===== src/rtl/fpga_mem_pkg.sv =====
// Shared types for the LSU-to-FPGA-bridge request queue.
// Holds FSM/op encodings and the 72-bit queued request layout.
package fpga_mem_pkg;

  localparam int ADDR_W  = 32;
  localparam int DATA_W  = 32;
  localparam int TAG_W   = 7;
  localparam int ENTRY_W = 72;

  typedef enum logic [1:0] {
    Q_IDLE = 2'b00,
    Q_WAIT = 2'b01
  } q_state_e;

  localparam logic OP_READ  = 1'b0;
  localparam logic OP_WRITE = 1'b1;

  typedef struct packed {
    logic              op;
    logic [ADDR_W-1:0] addr;
    logic [DATA_W-1:0] data;
    logic [TAG_W-1:0]  tag;
  } req_t;

endpackage


===== src/rtl/fpga_mem_req_fifo.sv =====
// DEPTH x ENTRY_W request FIFO, head is read combinationally.
// Push is qualified by the pre-pop full flag.
module fpga_mem_req_fifo
  import fpga_mem_pkg::*;
#(
  parameter int DEPTH = 8
) (
  input  logic                   clk,
  input  logic                   rst,
  input  logic                   push_i,
  input  req_t                   din_i,
  input  logic                   pop_i,
  output req_t                   dout_o,
  output logic [$clog2(DEPTH):0] count_o,
  output logic                   full_o,
  output logic                   empty_o
);

  localparam int AW = $clog2(DEPTH);
  localparam logic [AW:0] FULL_CNT = (AW+1)'(DEPTH);

  logic [ENTRY_W-1:0] mem_q [DEPTH];
  logic [AW-1:0]      wr_ptr_q, rd_ptr_q;
  logic [AW:0]        cnt_q, cnt_d;
  logic               do_push, do_pop;

  assign full_o  = (cnt_q == FULL_CNT);
  assign empty_o = (cnt_q == '0);
  assign count_o = cnt_q;
  assign dout_o  = req_t'(mem_q[rd_ptr_q]);

  assign do_push = push_i & ~full_o;
  assign do_pop  = pop_i & ~empty_o;

  always_comb begin
    cnt_d = cnt_q;
    unique case ({do_push, do_pop})
      2'b10:   cnt_d = cnt_q + 1'b1;
      2'b01:   cnt_d = cnt_q - 1'b1;
      default: cnt_d = cnt_q;
    endcase
  end

  // Pointers are AW bits wide, so wrap is the natural modulo DEPTH
  always_ff @(posedge clk or posedge rst) begin
    if (rst) begin
      wr_ptr_q <= '0;
      rd_ptr_q <= '0;
      cnt_q    <= '0;
    end else begin
      if (do_push) wr_ptr_q <= wr_ptr_q + 1'b1;
      if (do_pop)  rd_ptr_q <= rd_ptr_q + 1'b1;
      cnt_q <= cnt_d;
    end
  end

  always_ff @(posedge clk) begin
    if (do_push) mem_q[wr_ptr_q] <= ENTRY_W'(din_i);
  end

endmodule


===== src/rtl/fpga_mem_req_queue.sv =====
// LSU request queue issuing one outstanding transaction to the memory bridge.
// Optional watchdog enabled by defining FPGA_MEM_REQQ_TIMEOUT_EN.
module fpga_mem_req_queue
  import fpga_mem_pkg::*;
#(
  parameter int DEPTH          = 8,
  parameter int TIMEOUT_CYCLES = 1024
) (
  input  logic                   clk,
  input  logic                   rst,
  input  logic                   lsu_wr_en,
  input  logic                   lsu_rd_en,
  input  logic [31:0]            lsu_addr,
  input  logic [31:0]            lsu_wr_data,
  input  logic [6:0]             lsu_tag,
  output logic                   lsu_full,
  output logic                   lsu_ack,
  output logic [31:0]            lsu_rd_data,
  output logic [6:0]             lsu_tag_resp,
  output logic                   mem_wr_en,
  output logic                   mem_rd_en,
  output logic [31:0]            mem_addr,
  output logic [31:0]            mem_wr_data,
  output logic [6:0]             mem_tag_req,
  input  logic                   mem_ack,
  input  logic [31:0]            mem_rd_data,
  input  logic [6:0]             mem_tag_resp,
  output logic [$clog2(DEPTH):0] q_count,
  output logic                   overflow,
  output logic                   timeout
);

  q_state_e state_q, state_d;
  req_t     push_req, head_req;
  logic     push, pop, fifo_full, fifo_empty;

  logic        mem_wr_en_q, mem_wr_en_d;
  logic        mem_rd_en_q, mem_rd_en_d;
  logic [31:0] mem_addr_q, mem_addr_d;
  logic [31:0] mem_wr_data_q, mem_wr_data_d;
  logic [6:0]  mem_tag_q, mem_tag_d;
  logic        lsu_ack_q, lsu_ack_d;
  logic [31:0] lsu_rd_data_q, lsu_rd_data_d;
  logic [6:0]  lsu_tag_q, lsu_tag_d;
  logic        overflow_q, overflow_d;

  assign push = lsu_wr_en | lsu_rd_en;

  // Write wins when both strobes are high
  always_comb begin
    push_req      = '0;
    push_req.op   = lsu_wr_en ? OP_WRITE : OP_READ;
    push_req.addr = lsu_addr;
    push_req.data = lsu_wr_data;
    push_req.tag  = lsu_tag;
  end

  fpga_mem_req_fifo #(.DEPTH(DEPTH)) u_fifo (
    .clk     (clk),
    .rst     (rst),
    .push_i  (push),
    .din_i   (push_req),
    .pop_i   (pop),
    .dout_o  (head_req),
    .count_o (q_count),
    .full_o  (fifo_full),
    .empty_o (fifo_empty)
  );

  assign lsu_full = fifo_full;

  always_ff @(posedge clk or posedge rst) begin
    if (rst) state_q <= Q_IDLE;
    else     state_q <= state_d;
  end

  always_comb begin
    state_d = state_q;
    pop     = 1'b0;
    unique case (state_q)
      Q_IDLE: begin
        if (!fifo_empty) begin
          pop     = 1'b1;
          state_d = Q_WAIT;
        end
      end
      Q_WAIT: begin
        if (mem_ack) state_d = Q_IDLE;
      end
      default: state_d = Q_IDLE;
    endcase
  end

  always_comb begin
    mem_wr_en_d   = 1'b0;
    mem_rd_en_d   = 1'b0;
    mem_addr_d    = mem_addr_q;
    mem_wr_data_d = mem_wr_data_q;
    mem_tag_d     = mem_tag_q;
    lsu_ack_d     = 1'b0;
    lsu_rd_data_d = lsu_rd_data_q;
    lsu_tag_d     = lsu_tag_q;
    overflow_d    = overflow_q | (push & fifo_full);
    if (pop) begin
      mem_wr_en_d   = (head_req.op == OP_WRITE);
      mem_rd_en_d   = (head_req.op == OP_READ);
      mem_addr_d    = head_req.addr;
      mem_wr_data_d = head_req.data;
      mem_tag_d     = head_req.tag;
    end
    if (state_q == Q_WAIT && mem_ack) begin
      lsu_ack_d     = 1'b1;
      lsu_rd_data_d = mem_rd_data;
      lsu_tag_d     = mem_tag_resp;
    end
  end

  always_ff @(posedge clk or posedge rst) begin
    if (rst) begin
      mem_wr_en_q   <= 1'b0;
      mem_rd_en_q   <= 1'b0;
      mem_addr_q    <= '0;
      mem_wr_data_q <= '0;
      mem_tag_q     <= '0;
      lsu_ack_q     <= 1'b0;
      lsu_rd_data_q <= '0;
      lsu_tag_q     <= '0;
      overflow_q    <= 1'b0;
    end else begin
      mem_wr_en_q   <= mem_wr_en_d;
      mem_rd_en_q   <= mem_rd_en_d;
      mem_addr_q    <= mem_addr_d;
      mem_wr_data_q <= mem_wr_data_d;
      mem_tag_q     <= mem_tag_d;
      lsu_ack_q     <= lsu_ack_d;
      lsu_rd_data_q <= lsu_rd_data_d;
      lsu_tag_q     <= lsu_tag_d;
      overflow_q    <= overflow_d;
    end
  end

  assign mem_wr_en    = mem_wr_en_q;
  assign mem_rd_en    = mem_rd_en_q;
  assign mem_addr     = mem_addr_q;
  assign mem_wr_data  = mem_wr_data_q;
  assign mem_tag_req  = mem_tag_q;
  assign lsu_ack      = lsu_ack_q;
  assign lsu_rd_data  = lsu_rd_data_q;
  assign lsu_tag_resp = lsu_tag_q;
  assign overflow     = overflow_q;

`ifdef FPGA_MEM_REQQ_TIMEOUT_EN
  logic [31:0] wd_q, wd_d;
  logic        timeout_q, timeout_d;

  // Flag only; the FSM keeps waiting for the bridge
  always_comb begin
    wd_d      = wd_q;
    timeout_d = timeout_q;
    if (pop) begin
      wd_d = '0;
    end else if (state_q == Q_WAIT) begin
      wd_d = wd_q + 32'd1;
      if (wd_q == 32'(TIMEOUT_CYCLES - 1)) timeout_d = 1'b1;
    end
  end

  always_ff @(posedge clk or posedge rst) begin
    if (rst) begin
      wd_q      <= '0;
      timeout_q <= 1'b0;
    end else begin
      wd_q      <= wd_d;
      timeout_q <= timeout_d;
    end
  end

  assign timeout = timeout_q;
`else
  logic unused_tmo;
  assign unused_tmo = (TIMEOUT_CYCLES != 0);
  assign timeout    = 1'b0;
`endif

endmodule


===== config.mk =====
export PLATFORM = sky130hd
export DESIGN_NAME = fpga_mem_req_queue
export DESIGN_NICKNAME = d
export VERILOG_FILES = /design/src/rtl/fpga_mem_pkg.sv /design/src/rtl/fpga_mem_req_fifo.sv /design/src/rtl/fpga_mem_req_queue.sv
export SDC_FILE = /design/constraint.sdc
export NUM_CORES = 1
export LEC_CHECK = 0
export BUFFER_PORTS_ARGS = -buffer_cell sky130_fd_sc_hd__buf_4
export CORE_MARGIN = 4
export CORE_UTILIZATION = 45
export CTS_CLUSTER_SIZE = 20
export DETAILED_ROUTE_END_ITERATION = 7
export PLACE_DENSITY_LB_ADDON = 0.2
export SLEW_MARGIN = 20
export SYNTH_ARGS = -nofsm -noshare
export SYNTH_HDL_FRONTEND = slang
export SYNTH_HIERARCHICAL = 1
export SYNTH_SLANG_ARGS = --single-unit

===== constraint.sdc =====
create_clock -name clk -period 15.28 [get_ports clk]
set_clock_uncertainty 0.1 [all_clocks]
set_input_delay 3.056 -clock clk [delete_from_list [all_inputs] [get_ports clk]]
set_output_delay 3.056 -clock clk [all_outputs]
set_load 0.01 [all_outputs]

==> summary by stage, run 1 <==
Final layout
The final cell count without fillers is between 2k and 2.5k. Of the cells placed in the final design, the portion with a size suffix greater than 1 is 0.464. The synthesis-to-finish area growth is 17.8%.

For this run, the post-layout net count is 1543.

Critical path
On the worst path, the slowest cell contributes a delay of 650 ps. At the worst endpoint, the required time is 12120 ps. Walking the worst path, the cells encountered are or4b_1 > inv_1 > buf_4. The signal arrival time at the worst endpoint is 2090 ps. The critical path endpoint category is an output port. The startpoint class of the critical path is a register. The classification of the worst setup path is reg -> out. The maximum fanout count along the critical path is 8. The slowest library cell on the worst path is sky130_fd_sc_hd__or4b_1.

Route
For this run, the detailed router's first-pass iteration total came to 4. The total wirelength of the detailed-routed design is roughly 54 mm. The routed layout has 12.0k vias. In the final routed layout, each cell accounts on average for ~24 um.

After detailed routing, the number of remaining DRC violations is 0. The antenna violation net count after detailed routing is 0. For this block, the initial DRC count from the detailed router was roughly 750.

In the routed layout, each cell is associated on average with a via count of 5.31.

Power
The share of total power dissipated in sequential elements is 0.440. Of the total power, the share spent switching nets is 0.283. The share of total power dissipated in combinational logic is 0.298. For this design the total switching power over the nets is between 1.5 and 2 mW.

For this design the static power due to leakage is 11.1 nW. The worst supply voltage drop on vdd is 0.0931 mV. Dividing total power by cell area gives a power density of 201 mW/mm2. The cell internal power dissipation is 4.56 mW. The proportion of power drawn by the clock network is 0.262.

Floorplan
The floorplan step set the die width to 252 um. Measured along the y axis, the die boundary spans 252 um. The initial utilization of the core area, before any placement, comes to 0.455. The core area is 0.0590 mm2. The number of top-level design ports is 235.

The row count is 89. The die covers between 0.06 and 0.07 mm2.

Yosys
After technology mapping, the gate count stands at 1148. In the post-synthesis netlist, the biggest area contributors are sky130_fd_sc_hd__edfxtp_1 (64%), sky130_fd_sc_hd__mux4_2 (12%), sky130_fd_sc_hd__dfrtp_1 (12%), sky130_fd_sc_hd__mux2_2 (4.6%), sky130_fd_sc_hd__mux2_4 (3.8%). Among all flip-flop cells after synthesis, the most frequent one is sky130_fd_sc_hd__edfxtp_1.

The share of the Yosys chip area taken by registers is 0.761. The share of synthesized area in the top cell type comes to 0.644. The average instance in the mapped netlist occupies 23.4 um2. In the synthesized netlist the async set-or-reset flop fraction comes to 0.178. After synthesis the netlist holds a flip-flop and latch count of 701. The netlist area before placement is 0.0268 mm2.

sky130_fd_sc_hd__edfxtp_1 takes more of the synthesized area than any other cell. When the netlist entered floorplanning its net count stood at 1269. Yosys printed 6 warnings. The number of enable flip-flop cells after synthesis is 576. The netlist uses 43 different library cells.

STA
The relative slew slack is 0.286. The slew of the pin with the lowest slew margin is 1070 ps. Setup repair after global routing left no endpoint under its margin. The clock period minus final worst setup slack is approximately 5200 ps. The count of endpoints failing hold in the final timing report is 0. Setup violations remaining at the end of the flow were counted as 0. Of the available clock period, the critical path in the final layout requires 0.344.

The fmax is 0.190 GHz. For the final routed database, the setup TNS stands at 0 ps. The final max-slew violation count is 0.

CTS
The number of buffers inserted by post-CTS setup repair is 0. The number of buffers created by CTS is 73. After clock tree synthesis, the flow added hold-fix buffers numbering 0. The H-tree level count is 3. The clock latency of the later-clocked register in the worst-skew pair is 590 ps. Clock-pin slew was measured on the worst setup and hold paths at 60 ps.

The number of clock sinks is roughly 700. TritonCTS built the clock tree. The maximum number of buffers from clock root to sink is 3. The cell sitting at the root of the clock tree is a sky130_fd_sc_hd__clkbuf_16. In this run, post-CTS repair resized a total of 0 instances.

Place
During placement, the flow inserted port buffers numbering roughly 230. The number of placed instances, taps included, is 2120. Routability-driven placement finished with a final weighted congestion of 0.746. The post-DP HPWL is between 30 and 40 mm.

Status
The flow ran to the end, and the final reports show no timing, DRC or antenna violations.

Global route
The initial antenna violation count is 5. The global-route usage over all layers is 0.169. The via count of the first global-routing pass is 12.8k. The wire length of the first global-routing pass is 81.4 mm. The maximum number of pins on one net before global-route repair is 77. The total global routing overflow is 0.

Min path
The type of the tightest min-delay check is reg -> reg.

Run
The number of maximum-capacitance violations is 0.
==> cell usage in the layout, fill, tap and decap left out, types with 3 or more instances in the layout <==
cell type / instances
sky130_fd_sc_hd__clkbuf_8: 4
sky130_fd_sc_hd__edfxtp_1: 576
sky130_fd_sc_hd__clkinv_1: 13
sky130_fd_sc_hd__mux2_4: 68
sky130_fd_sc_hd__xnor2_1: 5
sky130_fd_sc_hd__inv_1: 7
sky130_fd_sc_hd__buf_4: 251
sky130_fd_sc_hd__inv_6: 4
sky130_fd_sc_hd__bufinv_16: 3
sky130_fd_sc_hd__nand2_1: 7
sky130_fd_sc_hd__clkbuf_1: 23
sky130_fd_sc_hd__nand3_1: 3
sky130_fd_sc_hd__mux2_1: 7
sky130_fd_sc_hd__clkinv_2: 8
sky130_fd_sc_hd__a21oi_1: 3
sky130_fd_sc_hd__nor2_4: 7
sky130_fd_sc_hd__dfrtp_1: 122
sky130_fd_sc_hd__dfrtp_4: 3
sky130_fd_sc_hd__ha_1: 5
sky130_fd_sc_hd__mux2_2: 109
sky130_fd_sc_hd__diode_2: 3
sky130_fd_sc_hd__clkbuf_16: 75
sky130_fd_sc_hd__mux4_2: 144
==> power groups by stage <==
| stage | clock network, mW | logic (mW) | registers, mW |
|---|---|---|---|
| global placement | 0 | 1.93 | 2.82 |
| finish | 1.66 | 1.90 | 2.80 |
| CTS | 1.71 | 1.95 | 2.80 |
| detailed placement | 0 | 1.95 | 2.84 |
| floorplan | 0 | 1.29 | 2.84 |
| global route | 1.80 | 2.04 | 2.85 |
==> synthesized netlist by cell type, types with 7 or more instances <==
cell                       instances
sky130_fd_sc_hd__dfrtp_1         125
sky130_fd_sc_hd__clkbuf_1         13
sky130_fd_sc_hd__nand2_1           7
sky130_fd_sc_hd__mux2_1            7
sky130_fd_sc_hd__mux2_2          109
sky130_fd_sc_hd__inv_1             8
sky130_fd_sc_hd__mux2_4           68
sky130_fd_sc_hd__edfxtp_1        576
sky130_fd_sc_hd__mux4_2          144
sky130_fd_sc_hd__buf_2            16
sky130_fd_sc_hd__nor2_1            7
sky130_fd_sc_hd__buf_6            10
==> state kept, by name (all words and copies together) (netlist names) <==
register,count
u_fifo/wr_ptr_q,3
u_fifo/mem_q,576
mem_wr_en,1
u_fifo/count_o,4
lsu_tag_resp,7
mem_tag_req,7
mem_addr,32
mem_rd_en,1
state_q,1
mem_wr_data,32
u_fifo/rd_ptr_q,3
lsu_ack,1
overflow,1
lsu_rd_data,32
==> per-layer routing <==
metal / global-route usage / routed length [um] / up-vias / share of wire
met5: 0 / 32 / - / 0.00060
met4: 0.0419 / 1100 / 6 / 0.020
met3: 0.0469 / 3430 / 83 / 0.064
met2: 0.269 / 25800 / 290 / 0.48
met1: 0.235 / 23100 / 6324 / 0.43
li1: - / - / 5277 / -
==> path summary, 6_finish.rpt <==
| check | slack [ps] | endpoint | start | depth (start not counted) |
|---|---|---|---|---|
| min reg2reg | 390 | mem_tag_req[6] | mem_tag_req[6] | 1 |
| max in group asynchronous | 11540 | mem_tag_req[5] | rst | 3 |
| max | 10030 | lsu_full | u_fifo/count_o[0] | 3 |
| max reg2reg | 11480 | mem_tag_req[6] | u_fifo/rd_ptr_q[0] | 5 |
| min | 390 | mem_tag_req[6] | mem_tag_req[6] | 1 |
| min in group asynchronous | 2380 | mem_addr[15] | rst | 2 |
==> area by class of cell <==
cell class	count	area, um2
clock buffers	102	2020
fillers	4530	27400
multi-input cells	384	6030
flip-flops and latches	701	20400
well taps	773	967
repair buffers	253	1910
diodes	3	7.51
inverters	9	38.8
clock inverters	29	220
==> per-stage QoR <==
stage | cell area, um2 | power [mW] | util | hold slack (ps) | setup slack (ps)
after floorplan | 26800 | 4.13 | - | 385 | 6380
after global placement | 29400 | 4.75 | 0.498 | 371 | 9490
after detailed placement | 29400 | 4.79 | 0.498 | 378 | 9380
after CTS | 31600 | 6.47 | 0.536 | 390 | 10000
after global routing | 31600 | 6.69 | 0.536 | 401 | 9910
final | 31600 | 6.35 | 0.536 | 389 | 10030
==> critical path: cells and delay by family, from the launching register on <==
| kind | cells | cell delay [ps] |
|---|---|---|
| and+or+nand+nor | 1 | 650 |
| DFF | 1 | 480 |
| buffers and inverters | 2 | 370 |
==> cells by family after synthesis <==
kind of cell | after synthesis | share of synthesized area
compound gates | 9 | 0.00266
flops | 701 | 0.761
simple gates | 33 | 0.00681
mux | 329 | 0.208
buf+inv | 63 | 0.0165
xor+xnor | 6 | 0.00196
fa+ha+maj | 6 | 0.00308
other cells | 1 | 0.000140
(Power assumes the default switching activity.)
==> run 2, diff against run 1 <==
- ABC_AREA: unset -> 1
- clock period: 15.28 -> 5.3 ns (I/O delays scaled with it)
==> run 2 against run 1 <==
Compared with the run above: global-route usage rose by 2.2 points; critical path depth rose by 6; register-to-register slack got worse by 8900 ps; die area rose by 11%; synthesized cell count rose to 2.7 times the previous value; utilization fell by 0.83 points; count of clock-buffer cells in the layout fell by 5; cell area rose by 9.7%; combinational power rose to 3.7 times the previous value; wire length rose by 27%.
==> summary by stage, run 2 <==
Status
The flow ran to the end, and the final reports show no timing, DRC or antenna violations.

Yosys
The number of different library cells used by synthesis comes to 22. sky130_fd_sc_hd__nand2_1 is the most common cell in the netlist. sky130_fd_sc_hd__edfxtp_1 takes more of the synthesized area than any other cell. The number of enable flip-flop cells after synthesis is 576.

Synthesis produced a netlist whose cell count is 3061. The primary flip-flop cell chosen by synthesis mapping is sky130_fd_sc_hd__edfxtp_1. The async set-or-reset flop fraction in the synthesized netlist is 0.178. The area fraction of the dominant cell type after synthesis is 0.579. The Yosys warning count is 6. Counting every net in the synthesized netlist gives 3182. The register area share after synthesis is 0.684. After synthesis the netlist holds a flip-flop and latch count of 701.

The netlist area before placement is 0.0299 mm2. Ranked by instance count, the synthesized netlist is headed by sky130_fd_sc_hd__nand2_1 (1143), sky130_fd_sc_hd__nor2_1 (580), sky130_fd_sc_hd__edfxtp_1 (576). The per-instance average area after synthesis is 9.76 um2. Sorting the synthesized cells by area gives the leading types as sky130_fd_sc_hd__edfxtp_1 (58%), sky130_fd_sc_hd__nand2_1 (14%), sky130_fd_sc_hd__dfrtp_1 (10%), sky130_fd_sc_hd__nor2_1 (7.3%), sky130_fd_sc_hd__inv_1 (4.4%).

Critical path
The endpoint identified for the worst register-to-register timing path is mem_addr[21]. The register-to-register path setup slack is roughly 2500 ps. Along the worst path, the maximum fanout reaches 90.

The worst path buffer plus inverter count is 1. Data on the critical path is required at its endpoint by 5730 ps. The slowest library cell on the worst path is sky130_fd_sc_hd__dfrtp_4. The most numerous cell on the critical path is sky130_fd_sc_hd__nand2_1. Traced cell by cell, the critical path runs through buf_4 > nor2_1 > nor2_1 > nand2_1 > nand2_1 > nand2_1 > nand2_1 > nand2_1 > nand2_1. The cell class contributing the biggest share of worst-path delay is flip-flops. The worst register-to-register path has a depth of 9. Data arrives at the worst endpoint at approximately 3200 ps.

The startpoint of the worst register-to-register path is u_fifo/rd_ptr_q[0]. The startpoint class of the critical path is a register. The critical path endpoint category is a register. The classification of the worst setup path is reg -> reg. In this design, the stage delay of the slowest critical-path cell is around 1000 ps.

Final layout
Leaving out fill and tap cells, the most frequent cells in the layout are sky130_fd_sc_hd__nand2_1 (1142), sky130_fd_sc_hd__nor2_1 (580), sky130_fd_sc_hd__edfxtp_1 (576). Summing all multi-input logic gate instances after layout gives roughly 0.0073 mm2. The share of post-route cells with drive strength above 1 is 0.119. The share of the core filled with cells in the final layout is 0.528. Registers take 0.0204 mm2.

The number of nets at the end of the flow is ~3.4k. Leaving out fill and tap cells, the most frequent cell in the layout is sky130_fd_sc_hd__nand2_1. The most flop-heavy register is u_fifo/mem_q. The number of fill cells is 5756. The synthesis-to-finish area growth is 16.1%. The number of flip-flops in the largest register is 576.

CTS
TritonCTS built the clock tree. The tree built by TritonCTS fans out to 701 sinks. After clock tree synthesis, the clock-pin slew on the worst setup and hold paths is 60 ps. The clock passes through at most 3 buffers.

The number of resized instances in the post-cts repair step is 0. The H-tree level count is 3. The hold buffer count at cts is 0.

The number of buffers inserted by post-CTS setup repair is 0. The root buffer selected by CTS is sky130_fd_sc_hd__clkbuf_16. The number of buffers created by CTS is 76.

The clock latency of the later-clocked register in the worst-skew pair is 600 ps.

Floorplan
After floorplanning, the core was divided into between 90 and 100 placement rows. The region available for standard cell placement spans 0.0657 mm2. The height of the die is roughly 270 um. roughly 240 I/O pins were placed. The width of the die is approximately 270 um. The die covers 0.0706 mm2. The initial cell density of the core is 0.454.

Global route
The wire length of the first global-routing pass is 107 mm. The maximum number of pins on one net before global-route repair is between 150 and 200. The initial antenna violation count is 7. The total global routing overflow is 0.

For this run, the total global-route usage over all layers was measured as 0.191. The via count of the first global-routing pass is 19.7k.

Run
The number of maximum-capacitance violations is 0.

Route
The number of DRC markers after the initial detailed-route iteration is 1382. The via density per instance is 4.75. The total iterations of the first detailed-routing run is 6. The total vias in the final route is 19.9k.

The antenna violation net count after detailed routing is 0. Dividing the detail-routed wire length by the instance count gives 16.2 um. The final layout contains routed wiring with a total length of 67.9 mm.

The remaining routing DRC violations is 0.

STA
The slew of the pin with the lowest slew margin is 1080 ps. Setup violations remaining at the end of the flow were counted as 0. The fmax is around 0.36 GHz.

The final max-slew violation count is 0. The count of endpoints failing hold in the final timing report is 0. Setup repair after global routing left no endpoint under its margin. Of the available clock period, the critical path in the final layout requires 0.522.

Measured against its own limit, the worst slew margin works out to 0.283. The clock period minus final worst setup slack is 2770 ps.

Power
The design draws approximately 20 mW. The power per cell area is 590 mW/mm2. The leakage dissipation is 15.6 nW. The worst-case IR drop observed on VDD is 0.480 mV.

Min path
The type of the tightest min-delay check is in -> async.

Place
Buffers placed on the I/O ports in this run total around 230. The post-DP HPWL is around 38 mm. The final weighted congestion of routability-driven global placement is 0.814.
[run 2: cell count changes after synthesis, moves of 23 or more]
cell	previous run	this run
sky130_fd_sc_hd__inv_1	8	347
sky130_fd_sc_hd__nor2_1	7	580
sky130_fd_sc_hd__nand2_1	7	1143
sky130_fd_sc_hd__buf_4	3	26
sky130_fd_sc_hd__mux2_2	109	0
sky130_fd_sc_hd__mux2_4	68	0
sky130_fd_sc_hd__mux4_2	144	0
sky130_fd_sc_hd__o21ai_0	1	116
sky130_fd_sc_hd__buf_2	16	46
[run 2: how the worst max path moves through the flow]
stage,slack [ps],from,endpoint,depth (start not counted)
global route,2250,u_fifo/rd_ptr_q[0],mem_addr[28],9
finish,2530,u_fifo/rd_ptr_q[0],mem_addr[21],9
detailed placement,1950,lsu_wr_en,u_fifo/mem_q[6][27],5
CTS,2430,u_fifo/rd_ptr_q[1],mem_wr_data[28],9
floorplan,-1700,lsu_rd_en,u_fifo/mem_q[4][0],4
global placement,1990,lsu_wr_en,u_fifo/count_o[3],10
[run 2: logic make-up after synthesis]
| kind of cell | share of synthesized area |
|---|---|
| simple gates | 0.220 |
| other cells | 0.000126 |
| xor+xnor | 0.00176 |
| fa+ha+maj | 0.00276 |
| flops | 0.684 |
| buf+inv | 0.0726 |
| compound gates | 0.0194 |
[run 2: stage by stage]
step	worst slack, ps	instances	hold WS, ps	setup TNS (ps)	area, um2
floorplan	-1700	3061	400	-979790	29900
global placement	1990	4044	350	0	32200
detailed placement	1950	4044	360	0	32200
CTS	2430	4181	351	0	34700
global route	2250	4185	387	0	34700
finish	2530	4187	375	0	34700
[run 2: power by group]
| part | internal, mW | switching (mW) |
|---|---|---|
| Sequential | 7.49 | 0.691 |
| Clock | 3.18 | 2.08 |
| Combinational | 2.29 | 4.73 |
| Total | 13.0 | 7.50 |
[run 2: cell type report]
type                       count  share of cell area
tap                          864              0.0312
multi-input combinational   1868               0.211
timing repair buffer         262              0.0578
sequential                   701               0.589
clock inverter                40              0.0126
antenna                        6            0.000433
inverter                     349              0.0382
clock buffer                  97              0.0592
[run 2: worst reg2reg max path: cells and delay by family (launching register included)]
family        cells  cell delay (ps)
buf+inv           1              870
simple gates      8              730
flops             1             1010
[run 2: routing by layer]
layer	up-vias	wire length (um)	track usage
li1	9905	-	-
met1	9421	29600	0.253
met2	452	32800	0.323
met3	102	3690	0.0328
met4	2	1730	0.0636
met5	-	15	0
